===== config.mk =====
export PLATFORM = sky130hd
export DESIGN_NAME = key_pulse_conditioner_flat
export DESIGN_NICKNAME = d
export VERILOG_FILES = /design/src/rtl/key_pulse_conditioner_if.sv /design/src/rtl/key_pulse_conditioner.sv /design/src/flat_wrapper.sv
export SDC_FILE = /design/constraint.sdc
export NUM_CORES = 1
export LEC_CHECK = 0
export CAP_MARGIN = 10
export CORE_ASPECT_RATIO = 0.8
export CORE_MARGIN = 2
export CORE_UTILIZATION = 52
export DETAILED_ROUTE_END_ITERATION = 8
export GPL_TIMING_DRIVEN = 0
export PLACE_DENSITY = 0.76
export SLEW_MARGIN = 25
export SYNTH_ARGS = -nofsm -noshare
export SYNTH_HDL_FRONTEND = slang
export SYNTH_SLANG_ARGS = --single-unit

===== constraint.sdc =====
create_clock -name clk -period 2.5 [get_ports clk]
set_clock_uncertainty 0.1 [all_clocks]
set_input_delay 0.5 -clock clk [delete_from_list [all_inputs] [get_ports clk]]
set_output_delay 0.5 -clock clk [all_outputs]
set_load 0.1 [all_outputs]

===== src/rtl/key_pulse_conditioner_if.sv =====
// rtl/key_pulse_conditioner_if.sv - raw pushbutton inputs and conditioned pulse outputs
interface key_pulse_conditioner_if;
    logic       right_key_n;
    logic       up_key_n;
    logic       down_key_n;
    logic       right_pulse;
    logic       up_pulse;
    logic       down_pulse;
    logic [2:0] key_level;

    modport master (
        output right_key_n, up_key_n, down_key_n,
        input  right_pulse, up_pulse, down_pulse, key_level
    );

    modport slave (
        input  right_key_n, up_key_n, down_key_n,
        output right_pulse, up_pulse, down_pulse, key_level
    );
endinterface


===== src/rtl/key_pulse_conditioner.sv =====
// rtl/key_pulse_conditioner.sv - synchronise, debounce, edge-pulse and auto-repeat three pushbuttons
// Channel index 0=right, 1=up, 2=down throughout.
module key_pulse_conditioner #(
    parameter int unsigned DEBOUNCE_CYCLES = 1_000_000,
    parameter int unsigned REPEAT_DELAY    = 25_000_000,
    parameter int unsigned REPEAT_PERIOD   = 10_000_000,
    parameter logic [2:0]  REPEAT_EN       = 3'b110,
    parameter bit          LOCKOUT         = 1'b1,
    parameter int unsigned CNT_W           = 25
) (
    input  logic                     clk,
    input  logic                     rst_n,
    key_pulse_conditioner_if.slave   keys
);
    typedef enum logic [1:0] {
        ST_RELEASED,
        ST_ACCEPTED,
        ST_REPEAT,
        ST_REJECTED
    } state_e;

    localparam logic [CNT_W-1:0] DB_LAST  = CNT_W'(DEBOUNCE_CYCLES - 1);
    localparam logic [CNT_W-1:0] DLY_LAST = CNT_W'(REPEAT_DELAY - 1);
    localparam logic [CNT_W-1:0] PER_LAST = CNT_W'(REPEAT_PERIOD - 1);

    logic [2:0]       raw_n;
    logic [2:0]       sync1_q, sync2_q;
    logic [2:0]       level_q, level_d;
    logic [2:0]       pulse_q, pulse_d;
    logic [2:0]       rise, fall, active, blocked;
    logic [CNT_W-1:0] db_cnt_q   [3];
    logic [CNT_W-1:0] db_cnt_d   [3];
    logic [CNT_W-1:0] hold_cnt_q [3];
    logic [CNT_W-1:0] hold_cnt_d [3];
    state_e           state_q    [3];
    state_e           state_d    [3];

    assign raw_n = {keys.down_key_n, keys.up_key_n, keys.right_key_n};

    always_ff @(posedge clk) begin
        if (!rst_n) begin
            sync1_q <= 3'b111;
            sync2_q <= 3'b111;
            level_q <= 3'b000;
            pulse_q <= 3'b000;
            for (int i = 0; i < 3; i++) begin
                db_cnt_q[i]   <= '0;
                hold_cnt_q[i] <= '0;
                state_q[i]    <= ST_RELEASED;
            end
        end else begin
            sync1_q <= raw_n;
            sync2_q <= sync1_q;
            level_q <= level_d;
            pulse_q <= pulse_d;
            for (int i = 0; i < 3; i++) begin
                db_cnt_q[i]   <= db_cnt_d[i];
                hold_cnt_q[i] <= hold_cnt_d[i];
                state_q[i]    <= state_d[i];
            end
        end
    end

    // Level edges are decoded from the same compare that toggles the level,
    // so the press pulse registers on the same edge as the level rise.
    always_comb begin
        for (int i = 0; i < 3; i++) begin
            level_d[i]  = level_q[i];
            db_cnt_d[i] = '0;
            rise[i]     = 1'b0;
            fall[i]     = 1'b0;
            if ((~sync2_q[i]) != level_q[i]) begin
                if (db_cnt_q[i] == DB_LAST) begin
                    level_d[i] = ~level_q[i];
                    rise[i]    = ~level_q[i];
                    fall[i]    = level_q[i];
                end else begin
                    db_cnt_d[i] = db_cnt_q[i] + 1'b1;
                end
            end
        end
    end

    always_comb begin
        for (int i = 0; i < 3; i++) begin
            active[i] = (state_q[i] == ST_ACCEPTED) || (state_q[i] == ST_REPEAT);
        end
    end

    // Lower index wins simultaneous rises; any accepted/repeating key blocks the rest.
    always_comb begin
        for (int i = 0; i < 3; i++) begin
            blocked[i] = 1'b0;
            for (int j = 0; j < 3; j++) begin
                if (LOCKOUT && (j != i) && (active[j] || ((j < i) && rise[j]))) begin
                    blocked[i] = 1'b1;
                end
            end
        end
    end

    always_comb begin
        for (int i = 0; i < 3; i++) begin
            state_d[i]    = state_q[i];
            hold_cnt_d[i] = hold_cnt_q[i];
            pulse_d[i]    = 1'b0;
            case (state_q[i])
                ST_RELEASED: begin
                    if (rise[i]) begin
                        hold_cnt_d[i] = '0;
                        if (blocked[i]) begin
                            state_d[i] = ST_REJECTED;
                        end else begin
                            state_d[i] = ST_ACCEPTED;
                            pulse_d[i] = 1'b1;
                        end
                    end
                end
                ST_ACCEPTED: begin
                    if (fall[i]) begin
                        state_d[i]    = ST_RELEASED;
                        hold_cnt_d[i] = '0;
                    end else if (REPEAT_EN[i]) begin
                        if (hold_cnt_q[i] == DLY_LAST) begin
                            state_d[i]    = ST_REPEAT;
                            hold_cnt_d[i] = '0;
                            pulse_d[i]    = 1'b1;
                        end else begin
                            hold_cnt_d[i] = hold_cnt_q[i] + 1'b1;
                        end
                    end
                end
                ST_REPEAT: begin
                    if (fall[i]) begin
                        state_d[i]    = ST_RELEASED;
                        hold_cnt_d[i] = '0;
                    end else if (hold_cnt_q[i] == PER_LAST) begin
                        hold_cnt_d[i] = '0;
                        pulse_d[i]    = 1'b1;
                    end else begin
                        hold_cnt_d[i] = hold_cnt_q[i] + 1'b1;
                    end
                end
                ST_REJECTED: begin
                    if (fall[i]) begin
                        state_d[i]    = ST_RELEASED;
                        hold_cnt_d[i] = '0;
                    end
                end
                default: begin
                    state_d[i]    = ST_RELEASED;
                    hold_cnt_d[i] = '0;
                end
            endcase
        end
    end

    assign keys.right_pulse = pulse_q[0];
    assign keys.up_pulse    = pulse_q[1];
    assign keys.down_pulse  = pulse_q[2];
    assign keys.key_level   = level_q;
endmodule


===== src/flat_wrapper.sv =====
// flat-port wrapper written by rule: the top's interface ports become plain ports
module key_pulse_conditioner_flat 
#(
    parameter int unsigned DEBOUNCE_CYCLES = 1_000_000,
    parameter int unsigned REPEAT_DELAY    = 25_000_000,
    parameter int unsigned REPEAT_PERIOD   = 10_000_000,
    parameter logic [2:0]  REPEAT_EN       = 3'b110,
    parameter bit          LOCKOUT         = 1'b1,
    parameter int unsigned CNT_W           = 25
)
  (clk, rst_n, keys_right_key_n, keys_up_key_n, keys_down_key_n, keys_right_pulse, keys_up_pulse, keys_down_pulse, keys_key_level);
  key_pulse_conditioner_if keys_i ();
  input  logic clk;
  input  logic rst_n;
  input wire logic [$bits(keys_i.right_key_n)-1:0] keys_right_key_n;
  input wire logic [$bits(keys_i.up_key_n)-1:0] keys_up_key_n;
  input wire logic [$bits(keys_i.down_key_n)-1:0] keys_down_key_n;
  output wire logic [$bits(keys_i.right_pulse)-1:0] keys_right_pulse;
  output wire logic [$bits(keys_i.up_pulse)-1:0] keys_up_pulse;
  output wire logic [$bits(keys_i.down_pulse)-1:0] keys_down_pulse;
  output wire logic [$bits(keys_i.key_level)-1:0] keys_key_level;
  assign keys_i.right_key_n = keys_right_key_n;
  assign keys_i.up_key_n = keys_up_key_n;
  assign keys_i.down_key_n = keys_down_key_n;
  assign keys_right_pulse = keys_i.right_pulse;
  assign keys_up_pulse = keys_i.up_pulse;
  assign keys_down_pulse = keys_i.down_pulse;
  assign keys_key_level = keys_i.key_level;
  key_pulse_conditioner #(.DEBOUNCE_CYCLES(DEBOUNCE_CYCLES), .REPEAT_DELAY(REPEAT_DELAY), .REPEAT_PERIOD(REPEAT_PERIOD), .REPEAT_EN(REPEAT_EN), .LOCKOUT(LOCKOUT), .CNT_W(CNT_W)) u_core (.clk(clk), .rst_n(rst_n), .keys(keys_i));
endmodule

Word-level counts from Yosys, hierarchy flattened. Memory sizes are Yosys's and may differ from the RTL's. Cells that the tools add are included.

Reductions and logical operators: 15. Multiplexer cells: 88. Add/sub/neg operators: 6. Eq/ne operators: 20. Bitwise operators: 15.

Operators by type and width (number): $mux 25 (28); $pmux 25 s4 (2); $add 25x1->25 const B (6); $eq 25x20->1 const B (3); $eq 25x24->1 const B (3); $pmux 25 s3 (1); $eq 25x25->1 const B (2); $mux 1 (35); $mux 2 (16); $eq 2x2->1 const B (6); $pmux 2 s3 (2); $or 1x1->1 (9); $eq 2x1->1 const B (3); $logic_not 2->1 (3); $not 1->1 (6); $pmux 1 s3 (2); $reduce_and 2->1 (3); $reduce_or 2->1 (3); $logic_or 1x1->1 (5); $pmux 2 s2 (1); $ne 1x1->1 (3); $reduce_or 3->1 (1); $pmux 1 s2 (1).

Bits in writable memories: 156. Output and inout port bits: 6. Register bits: 12. Memories kept: 3. Word-level logic and storage cells: 153. Input port bits: 5.

Memories: u_core.db_cnt_q (depth 3, bits a word 25, read ports 3, clocked after memory_dff 0, write ports 3, RTL line key_pulse_conditioner.sv:31) `logic [CNT_W-1:0] db_cnt_q [3];`; u_core.hold_cnt_q (depth 3, bits a word 25, read ports 3, clocked after memory_dff 0, write ports 3, RTL line key_pulse_conditioner.sv:33) `logic [CNT_W-1:0] hold_cnt_q [3];`; u_core.state_q (depth 3, bits a word 2, read ports 3, clocked after memory_dff 0, write ports 3, RTL line key_pulse_conditioner.sv:35) `state_e state_q [3];`.

Logic depth before layout (Yosys ltp). Gate-level depths: netlist (run 1).

Depth in word-level cells: 10. Mapped depth: 9.

Worst setup path before layout (run 1). OpenSTA, ideal clock, no wires.

Path kind: reg-to-reg. Start point: register u_core.level_q[0], in the netlist u_core.keys.key_level[0]. End point: memory u_core.hold_cnt_q[0][16]. Path slack: -380 ps. Arrival time: 2710 ps. Library setup time: 70 ps. Required time: 2330 ps. Cell stages (with the launch flop): 7. Cell sequence: dfxtp_1 -> nand2_1 -> or3b_1 -> o41ai_1 -> nor2_1 -> or4_1 -> a21oi_1.

RTL lines: from (decl) (RTL line key_pulse_conditioner.sv:28) `logic [2:0] level_q, level_d;`; from (signal assigned) (RTL line key_pulse_conditioner.sv:54) `level_q <= level_d;`; to (decl) (RTL line key_pulse_conditioner.sv:33).

==> flow_summary.ini, run 1 <==
[run_status]
status = finished, final reports clean

[worst_hold_path]
hold_class = flip-flop to flip-flop
min_to = u_core.sync2_q[2]$_SDFF_PN1_
min_from = u_core.sync1_q[2]$_SDFF_PN1_
hold_depth = 1

[final_layout]
multi_input_area_sq_um = 5360
fillers = 1295
syn_to_final_growth_pct = 18.9
nets = 1114
drive_above_1_share = 0.142
n_antenna_cell = 0
final_util = 0.639
register_area_sq_um = 3380

[synthesis]
synth.ff_latch_count = 168
syn_nets = 1057
ys_seq_area_frac = 0.392
async_reset_ff_frac = 0
netlist_instances = 1031
synth_area_per_cell_sq_um = 8.31
yosysUniqueCellTypes = 63
synth_area_sq_um = 8570
ys.flop_type = dfxtp_1
synth_edf_count = 0
yosysWarnings = 0

[clocking]
root_buffer = clkbuf_16
cts.clk_slew.worst_paths_ns = 0.07
ctsHoldBuffers = 0
cts_tree = built
clk_path_buf_depth = 2
clk_latency_ns = 0.44
numCtsBuffers = 17
htree_num_levels = 4
clock-sinks = 168

[placement]
dp_hpwl_um = 13100
pre_cts_ws_ns = -0.523
globalplace.congestion = 0.880
portBuffers = 10

[route]
vias = 7698
dr.pass1.iters = 7
ant_nets = 0
routed_wl_um = 20000
drcViolationCount = 0
first_iter_violations = 560
wire_per_inst_um = 15.2
viasPerCell = 5.85

[floorplan]
die-area_sq_um = 17500
fp.dieW_um = 148
die_h_um = 119
initial_core_util = 0.537
rows = 41
coreArea_sq_um = 16000
pin_count = 11

[global_route]
use_met3 = 0.0448
grt_pass1_vias = 7036
grt_max_degree = 17
grt_pass1_wl_um = 33000
gr-usage-met2 = 0.358
grt-ovfl-total = 0
antenna_found_initial = 0
busiest_layer = met2
grt_usage = 0.227
grt_use_met1 = 0.315

[setup_path]
startpoint_type = flip-flop
crit_top_cell = buf_6
rrSetupSlack_ns = 0.03
critPathMaxStageDelay_ns = 0.37
endpoint_kind = flip-flop
reg2regPathDepth = 10
cp_slowest_cell = or3_1
path_cells = nor4b_4 > nand4_4 > buf_6 > o41ai_4 > buf_4 > buf_6 > buf_6 > nand3b_1 > or3_1 > a21oi_1
r2r-end = u_core.hold_cnt_q[0][36]$_SDFFE_PN0P_
arrival_ns = 2.74
path_max_fanout = 6
reg2reg_from = u_core.db_cnt_q[0][37]$_SDFF_PP0_
crit_type = flip-flop to flip-flop
cp-startpoint = u_core.db_cnt_q[0][37]$_SDFF_PP0_
worst_ep_required_time_ns = 2.77

[sta]
setup_tns_ns = 0
clock.fmax_mhz = 405
fin_crit_sh = 0.987
setup_violations = 0
hold_violations = 0
maxSlewViolCount = 0
setup_slack_ns = 0.0315
slew_headroom = 0.330
rsz0062_at_grt = true
tightest_slew_ns = 1.01
min_period_ns = 2.47

[power_and_ir_drop]
total_leakage_power_nw = 3.46
powerDensity_nw_per_um2 = 539
power_mw = 5.50
ir_drop_v = 0.000455

[flow_run]
max_cap_violations = 0
layout by cell type, fill, tap and decap left out, types with 6 or more instances in the layout:
cell and count:
or4_1 7, xor2_1 66, nor2_1 148, dfxtp_2 10
ha_1 19, buf_4 30, nand3b_1 8, and2_1 11
a21oi_1 32, clkbuf_16 18, dfxtp_1 156, or2_2 6
o31ai_1 7, nor4_1 9, nor4b_1 6, nand3_1 81
nor3_1 23, o21ai_0 22, inv_1 27, nand4b_1 13
clkbuf_2 7, xnor2_1 29, or3_1 15, nor2b_1 6
clkbuf_1 14, nand4_1 45, nand2_1 76, and3_1 32
nand2b_1 9, and4_1 15, a31oi_1 15
timing repair:
action | CTS | global route
cloned | 0 | 0
pin swaps | 6 | 20
gates resized for setup | 49 | 71
setup buffers | 12 | 19
setup endpoints to repair | 114 | 126
registers in the layout, indices dropped and copies added, names as in the netlist:
name and cells:
u_core.state_q 6, u_core.hold_cnt_q 75, u_core.sync2_q 3, u_core.keys.key_level 3, u_core.db_cnt_q 75, u_core.pulse_q 3, u_core.sync1_q 3
worst max path at each step:
stage	endpoint	slack, ns
floorplan	u_core.hold_cnt_q[0][48]$_SDFFE_PN0P_	0.07
global placement	u_core.hold_cnt_q[0][39]$_SDFFE_PN0P_	-0.52
detailed placement	u_core.hold_cnt_q[0][43]$_SDFFE_PN0P_	-0.52
CTS	u_core.pulse_q[1]$_SDFF_PN0_	0.0006
global route	u_core.hold_cnt_q[0][36]$_SDFFE_PN0P_	-0.08
finish	u_core.hold_cnt_q[0][36]$_SDFFE_PN0P_	0.03
cell usage after synthesis, types with 8 or more instances:
cell      instances  share of area
xor2_1           66          0.067
nor3_1           28          0.016
a21oi_1          35          0.020
or4_1            10         0.0088
nor4b_1           8         0.0082
and2_1           12         0.0088
nand3b_1          8         0.0070
o21ai_0          24          0.014
nand2_1          78          0.034
o31ai_1          10         0.0088
nor4_1           15          0.011
nand4b_1         13          0.013
nor2_1          149          0.065
or3_1            15          0.011
a31oi_1          16          0.012
clkbuf_1         32          0.014
and4_1           16          0.016
nand2b_1          9         0.0066
dfxtp_1         168           0.39
inv_1            27          0.012
xnor2_1          29          0.030
nand4_1          45          0.033
nand3_1          84          0.049
and3_1           34          0.025
ha_1             21          0.031
cell families (layout without fill, tap and decap cells):
family / after synthesis / in the layout / synth area share
adders and majority gates: 21 / 21 / 0.0307
AOI/OAI and AO/OA: 129 / 129 / 0.103
xor gates and xnor gates: 95 / 95 / 0.0971
DFF: 168 / 168 / 0.392
buffers and inverters: 62 / 132 / 0.0274
and+or+nand+nor: 554 / 554 / 0.347
muxes: 2 / 2 / 0.00234
through the flow:
step | cell area [sq um] | cells | hold slack (ns)
detailed placement | 8950 | 1256 | 0.296
global placement | 8950 | 1256 | 0.292
floorplan | 8580 | 1031 | 0.286
CTS | 9830 | 1298 | 0.314
finish | 10200 | 1316 | 0.313
global route | 10200 | 1316 | 0.328
layout make-up:
type                    count  area share
flip-flops and latches    168       0.332
repair buffers             41      0.0331
plain buffers              32      0.0157
well taps                 215      0.0264
multi-input cells         801       0.525
clock buffers              19      0.0446
inverters                  27     0.00994
clock inverters            13      0.0130
metal layers:
metal | wire (um) | share of wire | up-vias
met4 | 271 | 0.014 | 0
met5 | 0 | 0 | -
met2 | 9190 | 0.46 | 172
met1 | 9680 | 0.48 | 3660
li1 | - | - | 3836
met3 | 886 | 0.044 | 30
worst max-delay path: cells and delay by family (launching register included):
kind            cells  cell delay (ns)
flops               1             0.36
simple gates        4             1.04
buf+inv             4             0.58
compound gates      2             0.31
power by group:
| group | switching, mW | internal (mW) | leakage [nW] |
|---|---|---|---|
| clock | 1.18 | 1.46 | 0.280 |
| combinational | 0.107 | 0.0670 | 1.82 |
| sequential | 0.00888 | 2.68 | 1.36 |
| total | 1.29 | 4.21 | 3.46 |
No activity file was read; power rests on OpenSTA's default activity.
==> run 2: changes to the inputs <==
--- a/config.mk
+++ b/config.mk
@@ -9,6 +9,7 @@
 export CORE_ASPECT_RATIO = 0.8
 export CORE_MARGIN = 2
 export CORE_UTILIZATION = 52
+export CTS_CLUSTER_SIZE = 28
 export DETAILED_ROUTE_END_ITERATION = 8
 export GPL_TIMING_DRIVEN = 0
 export PLACE_DENSITY = 0.76
==> results of run 2 <==
No change in the layout: final DEF, timing and power equal those of run 1.
==> run 3: changes to the inputs <==
--- a/config.mk
+++ b/config.mk
@@ -13,6 +13,7 @@
 export DETAILED_ROUTE_END_ITERATION = 8
 export GPL_TIMING_DRIVEN = 0
 export PLACE_DENSITY = 0.76
+export SETUP_SLACK_MARGIN = 0.1
 export SLEW_MARGIN = 25
 export SYNTH_ARGS = -nofsm -noshare
 export SYNTH_HDL_FRONTEND = slang
==> flow_summary.ini, run 3 (synthesis results as in run 1) <==
[run_status]
status = complete, but fails checks
violations = setup timing

[sta]
maxSlewViolCount = 0
tightest_slew_ns = 0.959
hold_violations = 0
fin_crit_sh = 1.01
setup_tns_ns = -0.484
fin_hold_ws_ns = 0.307
clock.fmax_mhz = 395
min_period_ns = 2.53
setup_slack_ns = -0.0339
setup_violations = 21
slew_headroom = 0.363
rsz0062_at_grt = true

[setup_path]
cp-startpoint = u_core.db_cnt_q[0][47]$_SDFF_PP0_
startpoint_type = flip-flop
path_max_fanout = 9
arrival_ns = 2.75
crit_type = flip-flop to flip-flop
reg2reg_from = u_core.db_cnt_q[0][47]$_SDFF_PP0_
critPathMaxStageDelay_ns = 0.38
path_cells = nor4_4 > nand4_4 > buf_12 > o41ai_4 > buf_4 > nand2_4 > buf_4 > o21ai_4 > buf_6 > nor2_1
endpoint_kind = flip-flop
cp_slowest_cell = o41ai_4
rrSetupSlack_ns = -0.03
critPathCapture = u_core.hold_cnt_q[0][49]$_SDFFE_PN0P_
crit_top_cell = buf_4
r2r-end = u_core.hold_cnt_q[0][49]$_SDFFE_PN0P_
worst_ep_required_time_ns = 2.72
reg2regPathDepth = 10

[clocking]
cts.clk_slew.worst_paths_ns = 0.06
clock-sinks = 168
root_buffer = clkbuf_16
clk_latency_ns = 0.44
cts_tree = built
clk_path_buf_depth = 2
numCtsBuffers = 17
htree_num_levels = 4

[final_layout]
final_common_cell = dfxtp_1
drive_above_1_share = 0.176
syn_to_final_growth_pct = 22.1
reg_top3 = u_core.db_cnt_q x75, u_core.hold_cnt_q x75, u_core.state_q x6
n_antenna_cell = 0
final_area_sq_um = 10500
layout_common_cells = dfxtp_1, nor2_1, nand3_1, nand2_1, xor2_1
nets = 1125

[global_route]
grt_pass1_wl_um = 35100
antenna_found_initial = 0
grt_usage = 0.242
grt_max_degree = 17
grt_pass1_vias = 7215
grt-ovfl-total = 0

[power_and_ir_drop]
ir_drop_v = 0.000444
total_leakage_power_nw = 3.60
powerDensity_nw_per_um2 = 531

[worst_hold_path]
hold_class = flip-flop to flip-flop
min_from = u_core.sync1_q[0]$_SDFF_PN1_
hold_depth = 1

[route]
wire_per_inst_um = 16.4
dr.pass1.iters = 5
first_iter_violations = 1124
drcViolationCount = 0
routed_wl_um = 21800
vias = 8059
ant_nets = 0
viasPerCell = 6.08

[floorplan]
initial_core_util = 0.537
rows = 41
fp.dieW_um = 148
pin_count = 11
die_h_um = 119
coreArea_sq_um = 16000
die-area_sq_um = 17500

[flow_run]
max_cap_violations = 0

[placement]
placed_area_sq_um = 8960
portBuffers = 10
dp_hpwl_um = 13200
globalplace.congestion = 0.888
## run 3: cell types whose count changed in the layout (fill, tap and decap cells not counted), moves of 4 or more
cell	change
o31ai_1	-4
dfxtp_1	-6
buf_4	+9
or4_1	-4
dfxtp_4	+4
inv_6	-4
or4_4	+4
a21oi_2	+6
a21oi_1	-6
## run 3: area by class of cell
class	count	area, sq um
Fill cell	1230	5490
Multi-Input combinational cell	801	5470
Sequential cell	168	3400
Clock buffer	23	468
Timing Repair Buffer	50	424
Tap cell	215	269
Buffer	34	218
Clock inverter	8	121
Inverter	27	101
## run 3: worst min-delay path by stage
stage	to	slack, ns
2_1_floorplan	u_core.sync2_q[0]$_SDFF_PN1_	0.29
3_5_place_dp	u_core.sync2_q[0]$_SDFF_PN1_	0.29
6_report	u_core.sync2_q[0]$_SDFF_PN1_	0.31
5_1_grt	u_core.sync2_q[0]$_SDFF_PN1_	0.33
3_3_place_gp	u_core.sync2_q[2]$_SDFF_PN1_	0.29
4_1_cts	u_core.sync2_q[0]$_SDFF_PN1_	0.31
## run 3: where the power goes
| group | leakage (nW) | internal [mW] | switching [mW] |
|---|---|---|---|
| Clock | 0.287 | 1.61 | 1.06 |
| Sequential | 1.37 | 2.68 | 0.00916 |
| Combinational | 1.95 | 0.0765 | 0.116 |
| Total | 3.60 | 4.37 | 1.19 |
## run 3: critical path: cells and delay by family, from the launching register on
family	cells	cell delay (ns)
simple gates	4	0.68
compound gates	2	0.57
flops	1	0.36
buf+inv	4	0.71
## run 3: routing by layer
layer	track usage	vias to the layer above	part of all wire
met5	0	-	0
li1	-	3857	-
met2	0.364	353	0.45
met3	0.0433	66	0.071
met1	0.346	3783	0.46
met4	0.0901	0	0.026
## run 3: through the flow
| stage | setup slack, ns | cells | power (mW) | utilization |
|---|---|---|---|---|
| after CTS | 0.0880 | 1310 | 5.57 | 0.628 |
| after global placement | -0.504 | 1256 | 2.89 | 0.561 |
| after floorplan | 0.0951 | 1031 | 2.84 | - |
| after global routing | -0.117 | 1326 | 5.71 | 0.656 |
| final | -0.0339 | 1326 | 5.56 | 0.656 |
| after detailed placement | -0.504 | 1256 | 2.89 | 0.561 |
## run 3: timing repair
action | 4_1_cts | 5_1_grt
setup endpoints to repair | 135 | 133
hold buffers | 0 | 0
endpoints found under the hold margin | 0 | 0
pin swaps | 11 | 29
cloned | 1 | 1
setup buffers | 22 | 16
resized for setup | 86 | 91
